### src/rtl/rca_mul_ctrl_if.sv
// Handshake and adder-slice bundle for the shift-and-add multiplier controller.
// slave = controller side, master = requester/adder side.
interface rca_mul_ctrl_if #(
  parameter int WIDTH = 4
);
  logic                 Start;
  logic [WIDTH-1:0]     A;
  logic [WIDTH-1:0]     B;
  logic                 Busy;
  logic                 Done;
  logic [2*WIDTH-1:0]   Product;
  logic [WIDTH-1:0]     Add_A;
  logic [WIDTH-1:0]     Add_B;
  logic [WIDTH-1:0]     Add_Sum;
  logic                 Add_Cout;

  modport slave (
    input  Start, A, B, Add_Sum, Add_Cout,
    output Busy, Done, Product, Add_A, Add_B
  );

  modport master (
    output Start, A, B, Add_Sum, Add_Cout,
    input  Busy, Done, Product, Add_A, Add_B
  );
endinterface

### src/rtl/rca_mul_ctrl.sv
// Shift-and-add multiplier controller time-sharing one external ripple-carry adder.
// Optional MUL_ZERO_BYPASS_EN: a zero operand skips the adder passes and finishes in one cycle.
//
// state | meaning
// IDLE  | waiting for Start, adder operands parked at 0
// CALC  | one adder pass per cycle, WIDTH passes
// DONE  | Product loaded, Done pulse, back to IDLE next cycle
module rca_mul_ctrl #(
  parameter int WIDTH = 4
) (
  input  logic          clk,
  input  logic          rst_n,
  rca_mul_ctrl_if.slave bus
);
  localparam int CW = (WIDTH > 1) ? $clog2(WIDTH) : 1;
  localparam logic [CW-1:0] CNT_LAST = CW'(WIDTH - 1);

  typedef enum logic [1:0] {
    IDLE = 2'd0,
    CALC = 2'd1,
    DONE = 2'd2
  } state_t;

  state_t               state_q, state_d;
  logic [WIDTH-1:0]     m_q, m_d;
  logic [2*WIDTH-1:0]   p_q, p_d;
  logic [CW-1:0]        cnt_q, cnt_d;
  logic [2*WIDTH-1:0]   product_q, product_d;
  logic [WIDTH-1:0]     add_a, add_b;

  always_ff @(posedge clk or negedge rst_n) begin
    if (!rst_n) begin
      state_q   <= IDLE;
      m_q       <= '0;
      p_q       <= '0;
      cnt_q     <= '0;
      product_q <= '0;
    end else begin
      state_q   <= state_d;
      m_q       <= m_d;
      p_q       <= p_d;
      cnt_q     <= cnt_d;
      product_q <= product_d;
    end
  end

  // Adder operands come only from registered state so there is no path from Start.
  always_comb begin
    add_a = '0;
    add_b = '0;
    if (state_q == CALC) begin
      add_a = p_q[2*WIDTH-1:WIDTH];
      add_b = p_q[0] ? m_q : '0;
    end
  end

  always_comb begin
    state_d   = state_q;
    m_d       = m_q;
    p_d       = p_q;
    cnt_d     = cnt_q;
    product_d = product_q;
    case (state_q)
      IDLE: begin
        if (bus.Start) begin
          m_d   = bus.A;
          p_d   = {{WIDTH{1'b0}}, bus.B};
          cnt_d = '0;
`ifdef MUL_ZERO_BYPASS_EN
          if ((bus.A == '0) || (bus.B == '0)) begin
            p_d       = '0;
            product_d = '0;
            state_d   = DONE;
          end else begin
            state_d = CALC;
          end
`else
          state_d = CALC;
`endif
        end
      end
      CALC: begin
        // Cout lands in the top bit, so the shifted accumulator never loses a carry.
        p_d   = {bus.Add_Cout, bus.Add_Sum, p_q[WIDTH-1:1]};
        cnt_d = cnt_q + CW'(1);
        if (cnt_q == CNT_LAST) begin
          product_d = p_d;
          state_d   = DONE;
        end
      end
      DONE: begin
        state_d = IDLE;
      end
      default: begin
        state_d = IDLE;
      end
    endcase
  end

  assign bus.Add_A   = add_a;
  assign bus.Add_B   = add_b;
  assign bus.Busy    = (state_q != IDLE);
  assign bus.Done    = (state_q == DONE);
  assign bus.Product = product_q;

endmodule

### src/flat_wrapper.sv
// flat-port wrapper written by rule: the top's interface ports become plain ports
module rca_mul_ctrl_flat 
#(
  parameter int WIDTH = 4
)
  (clk, rst_n, bus_Start, bus_A, bus_B, bus_Add_Sum, bus_Add_Cout, bus_Busy, bus_Done, bus_Product, bus_Add_A, bus_Add_B);
  rca_mul_ctrl_if #(.WIDTH(WIDTH)) bus_i ();
  input  logic clk;
  input  logic rst_n;
  input wire logic [$bits(bus_i.Start)-1:0] bus_Start;
  input wire logic [$bits(bus_i.A)-1:0] bus_A;
  input wire logic [$bits(bus_i.B)-1:0] bus_B;
  input wire logic [$bits(bus_i.Add_Sum)-1:0] bus_Add_Sum;
  input wire logic [$bits(bus_i.Add_Cout)-1:0] bus_Add_Cout;
  output wire logic [$bits(bus_i.Busy)-1:0] bus_Busy;
  output wire logic [$bits(bus_i.Done)-1:0] bus_Done;
  output wire logic [$bits(bus_i.Product)-1:0] bus_Product;
  output wire logic [$bits(bus_i.Add_A)-1:0] bus_Add_A;
  output wire logic [$bits(bus_i.Add_B)-1:0] bus_Add_B;
  assign bus_i.Start = bus_Start;
  assign bus_i.A = bus_A;
  assign bus_i.B = bus_B;
  assign bus_i.Add_Sum = bus_Add_Sum;
  assign bus_i.Add_Cout = bus_Add_Cout;
  assign bus_Busy = bus_i.Busy;
  assign bus_Done = bus_i.Done;
  assign bus_Product = bus_i.Product;
  assign bus_Add_A = bus_i.Add_A;
  assign bus_Add_B = bus_i.Add_B;
  rca_mul_ctrl #(.WIDTH(WIDTH)) u_core (.clk(clk), .rst_n(rst_n), .bus(bus_i));
endmodule
### config.mk
export PLATFORM = sky130hd
export DESIGN_NAME = rca_mul_ctrl_flat
export DESIGN_NICKNAME = d
export VERILOG_FILES = /design/src/rtl/rca_mul_ctrl_if.sv /design/src/rtl/rca_mul_ctrl.sv /design/src/flat_wrapper.sv
export SDC_FILE = /design/constraint.sdc
export NUM_CORES = 1
export LEC_CHECK = 0
export ABC_AREA = 0
export BUFFER_PORTS_ARGS = -buffer_cell sky130_fd_sc_hd__buf_4
export CELL_PAD_IN_SITES_DETAIL_PLACEMENT = 1
export CELL_PAD_IN_SITES_GLOBAL_PLACEMENT = 2
export CORE_MARGIN = 2
export CORE_UTILIZATION = 31
export CTS_CLUSTER_DIAMETER = 150
export DETAILED_ROUTE_END_ITERATION = 12
export PLACE_DENSITY = 0.81
export SETUP_SLACK_MARGIN = 0.3
export SLEW_MARGIN = 15
export SYNTH_ARGS = -nofsm -noshare
export SYNTH_HDL_FRONTEND = slang
export SYNTH_SLANG_ARGS = --single-unit
### constraint.sdc
create_clock -name clk -period 1.6 [get_ports clk]
set_input_delay 0.4 -clock clk [delete_from_list [all_inputs] [get_ports clk]]
set_output_delay 0.4 -clock clk [all_outputs]
set_load 0.01 [all_outputs]
==> results.ini <==
[synth]
yosysTopAreaCellShare = 0.594
ys.flop_type = dfrtp_1
ys_types = 19
synthTopCellsByCount = dfrtp_1, mux2_2, o22ai_1
syn_area_per_cell_um2 = 12.8
synth_enable_flop_cells = 0
ys_seq_area_frac = 0.594
ys_ff_latch = 24
synth_area_leaders = dfrtp_1, mux2_2, o22ai_1, a22o_1, a21oi_1
async_flop_share = 1.00
ys_warn_count = 0
syn_area_um2 = 1010
synthesis.nets = 96
yosys.area.top_type = dfrtp_1
synth_most_common_cell = dfrtp_1
synthCells = 79

[drt]
drt-initial-drc-count = 22
drt-vias-per-instance = 5.01
antenna_left = 0
wire_per_inst_um = 17.4
wl_mm = 2.98
num_vias = 856
drc = 0
drt_first_pass_iters = 4

[cts]
cts_tree = yes
cts_buffer_depth = 2
cts_root_buf = clkbuf_4
htree_levels = 1
path_clk_slew_ps = 140
clkSinkCount = 24
clkLatencyLatePin_ps = 320
cts_buffers = 3

[worst_setup_path]
critPathTopFamily = flip-flops
cpMaxStageDelayCell = dfrtp_2
path_cells = nor2b_4 -> and3_4 -> buf_6
worst-path-max-fanout = 5
critPathKind = reg2out
cpPeakStageDelay_ps = 490
critical_path_buf_inv_count = 1
crit_arrival_ps = 1280
worstPathRequired_ps = 1200
crit_path_start_kind = register
worstSetupEndpointType = output pin

[placement]
dp_hpwl_mm = 1.68
dpl.cell_count = 157
port_buffers = 33
gp_congestion = 0.730

[global_routing]
grt_overflow = 0
grt_pass1_wl_mm = 4.22
grt_usage = 0.154
grt_max_degree = 25
antenna_found_initial = 0
grt_pass1_vias = 864

[run_status]
status = complete, but fails checks
violations = negative setup slack

[timing]
max_freq_ghz = 0.596
finalSetupViolCount = 10
finalCritPeriodShare = 1.05
tns_ps = -567
finalHoldViolCount = 0
rsz0062_at_grt = true
max_slew.worst_pin.slew_ps = 429
setup_ws_ps = -78.5
drv_slew = 0
fin_skew_ps = 3.34
slew_headroom = 0.714
period_minus_slack_ps = 1680

[final_layout]
final_cells = 171
drive_gt1_frac = 0.638
fillers = 331
area_growth_pct = 65.1
nNetsFinal = 145
antennaDiodeCount = 0
fin_util = 0.542

[flow_run]
maxCapViolations = 0

[floorplanning]
die_area_um2 = 3730
ios = 34
row_count = 20
die_h_um = 61.1
core_um2 = 3080
start_util = 0.328
fp.dieW_um = 61.1

[pwr]
leakagePower_uw = 0.000790
irDropWorstVdd_mv = 0.828
power_density_nw_per_um2 = 2060

[worst_hold_path]
min_path_type = in2reg

==> layout make-up <==
cell class,instances,area [um2],area share
multi-input combinational,53,589,0.353
inverter,3,16.3,0.00975
sequential,24,602,0.361
clock buffer,4,36.3,0.0217
tap,44,55.1,0.0330
timing repair buffer,43,370,0.222
==> cell families (layout without fill, tap and decap cells) <==
family                     count (synthesis)  in the layout  synth area share
AOI/OAI and AO/OA                         20             20             0.130
DFF                                       24             24             0.594
buffers and inverters                      4             50            0.0148
adders and majority gates                  1              1            0.0124
muxes                                     12             12             0.134
and+or+nand+nor                           18             20             0.115
==> cells in the final DEF, fill, tap and decap left out, drive strengths merged <==
cell / Yosys / routed
a21oi: 5 / 5
a22o: 5 / 5
and2: 4 / 4
and3: 4 / 4
buf: 0 / 42
clkbuf: 1 / 4
dfrtp: 24 / 24
dlygate4sd3: 0 / 1
ha: 1 / 1
inv: 3 / 3
mux2: 12 / 12
nand2: 3 / 4
nand2b: 1 / 1
nor2: 3 / 3
nor2b: 2 / 3
o21ai: 1 / 1
o21bai: 1 / 1
o22ai: 8 / 8
or2b: 1 / 1
==> worst paths after layout <==
check | cells past startpoint | slack [ps] | to | startpoint
max reg2reg | 5 | 90 | u_core.m_q[3] | u_core.state_q[1]
min reg2reg | 1 | 490 | u_core.cnt_q[0] | u_core.cnt_q[0]
max in group asynchronous | 2 | 850 | u_core.state_q[1] | rst_n
max | 3 | -80 | bus_Add_B[1] | u_core.state_q[1]
min | 2 | 310 | u_core.m_q[0] | bus_A[0]
min in group asynchronous | 2 | 500 | u_core.bus.Product[1] | rst_n
==> power by group <==
| group | internal [uW] | total [uW] | leakage [uW] | switching (uW) |
|---|---|---|---|---|
| logic | 1150 | 1960 | 0.000488 | 810 |
| registers | 907 | 1150 | 0.000281 | 247 |
| clock network | 139 | 331 | 0.0000210 | 192 |
==> routing by layer <==
layer | track usage | vias to the layer above | wire, um
met5 | 0 | - | 0
met4 | 0.0466 | 0 | 45
met3 | 0.0210 | 6 | 119
met2 | 0.264 | 22 | 1580
met1 | 0.201 | 440 | 1230
li1 | - | 388 | -
==> per-stage QoR <==
stage	hold slack (ps)	setup WS, ps	total power (uW)	area [um2]
3_3_place_gp	318	137	2400	1350
4_1_cts	307	-73.8	3070	1540
6_report	308	-78.5	3450	1670
2_1_floorplan	104	256	1890	1040
5_1_grt	280	-151	3680	1670
3_5_place_dp	319	106	2460	1350
==> state kept, by name, indices dropped and copies added (netlist names) <==
signal / count
u_core.bus.Product: 8
u_core.cnt_q: 2
u_core.m_q: 4
u_core.p_q: 8
u_core.state_q: 2
==> timing repair <==
item / CTS / global route
buffers inserted: 6 / 1
endpoints found under the setup margin: 22 / 32
cloned: 1 / 1
hold endpoints to repair: 24 / 0
hold buffers: 1 / 0
pin swaps: 7 / 3
gates resized for setup: 25 / 24
Note: power is estimated with default switching activity, not from simulation.
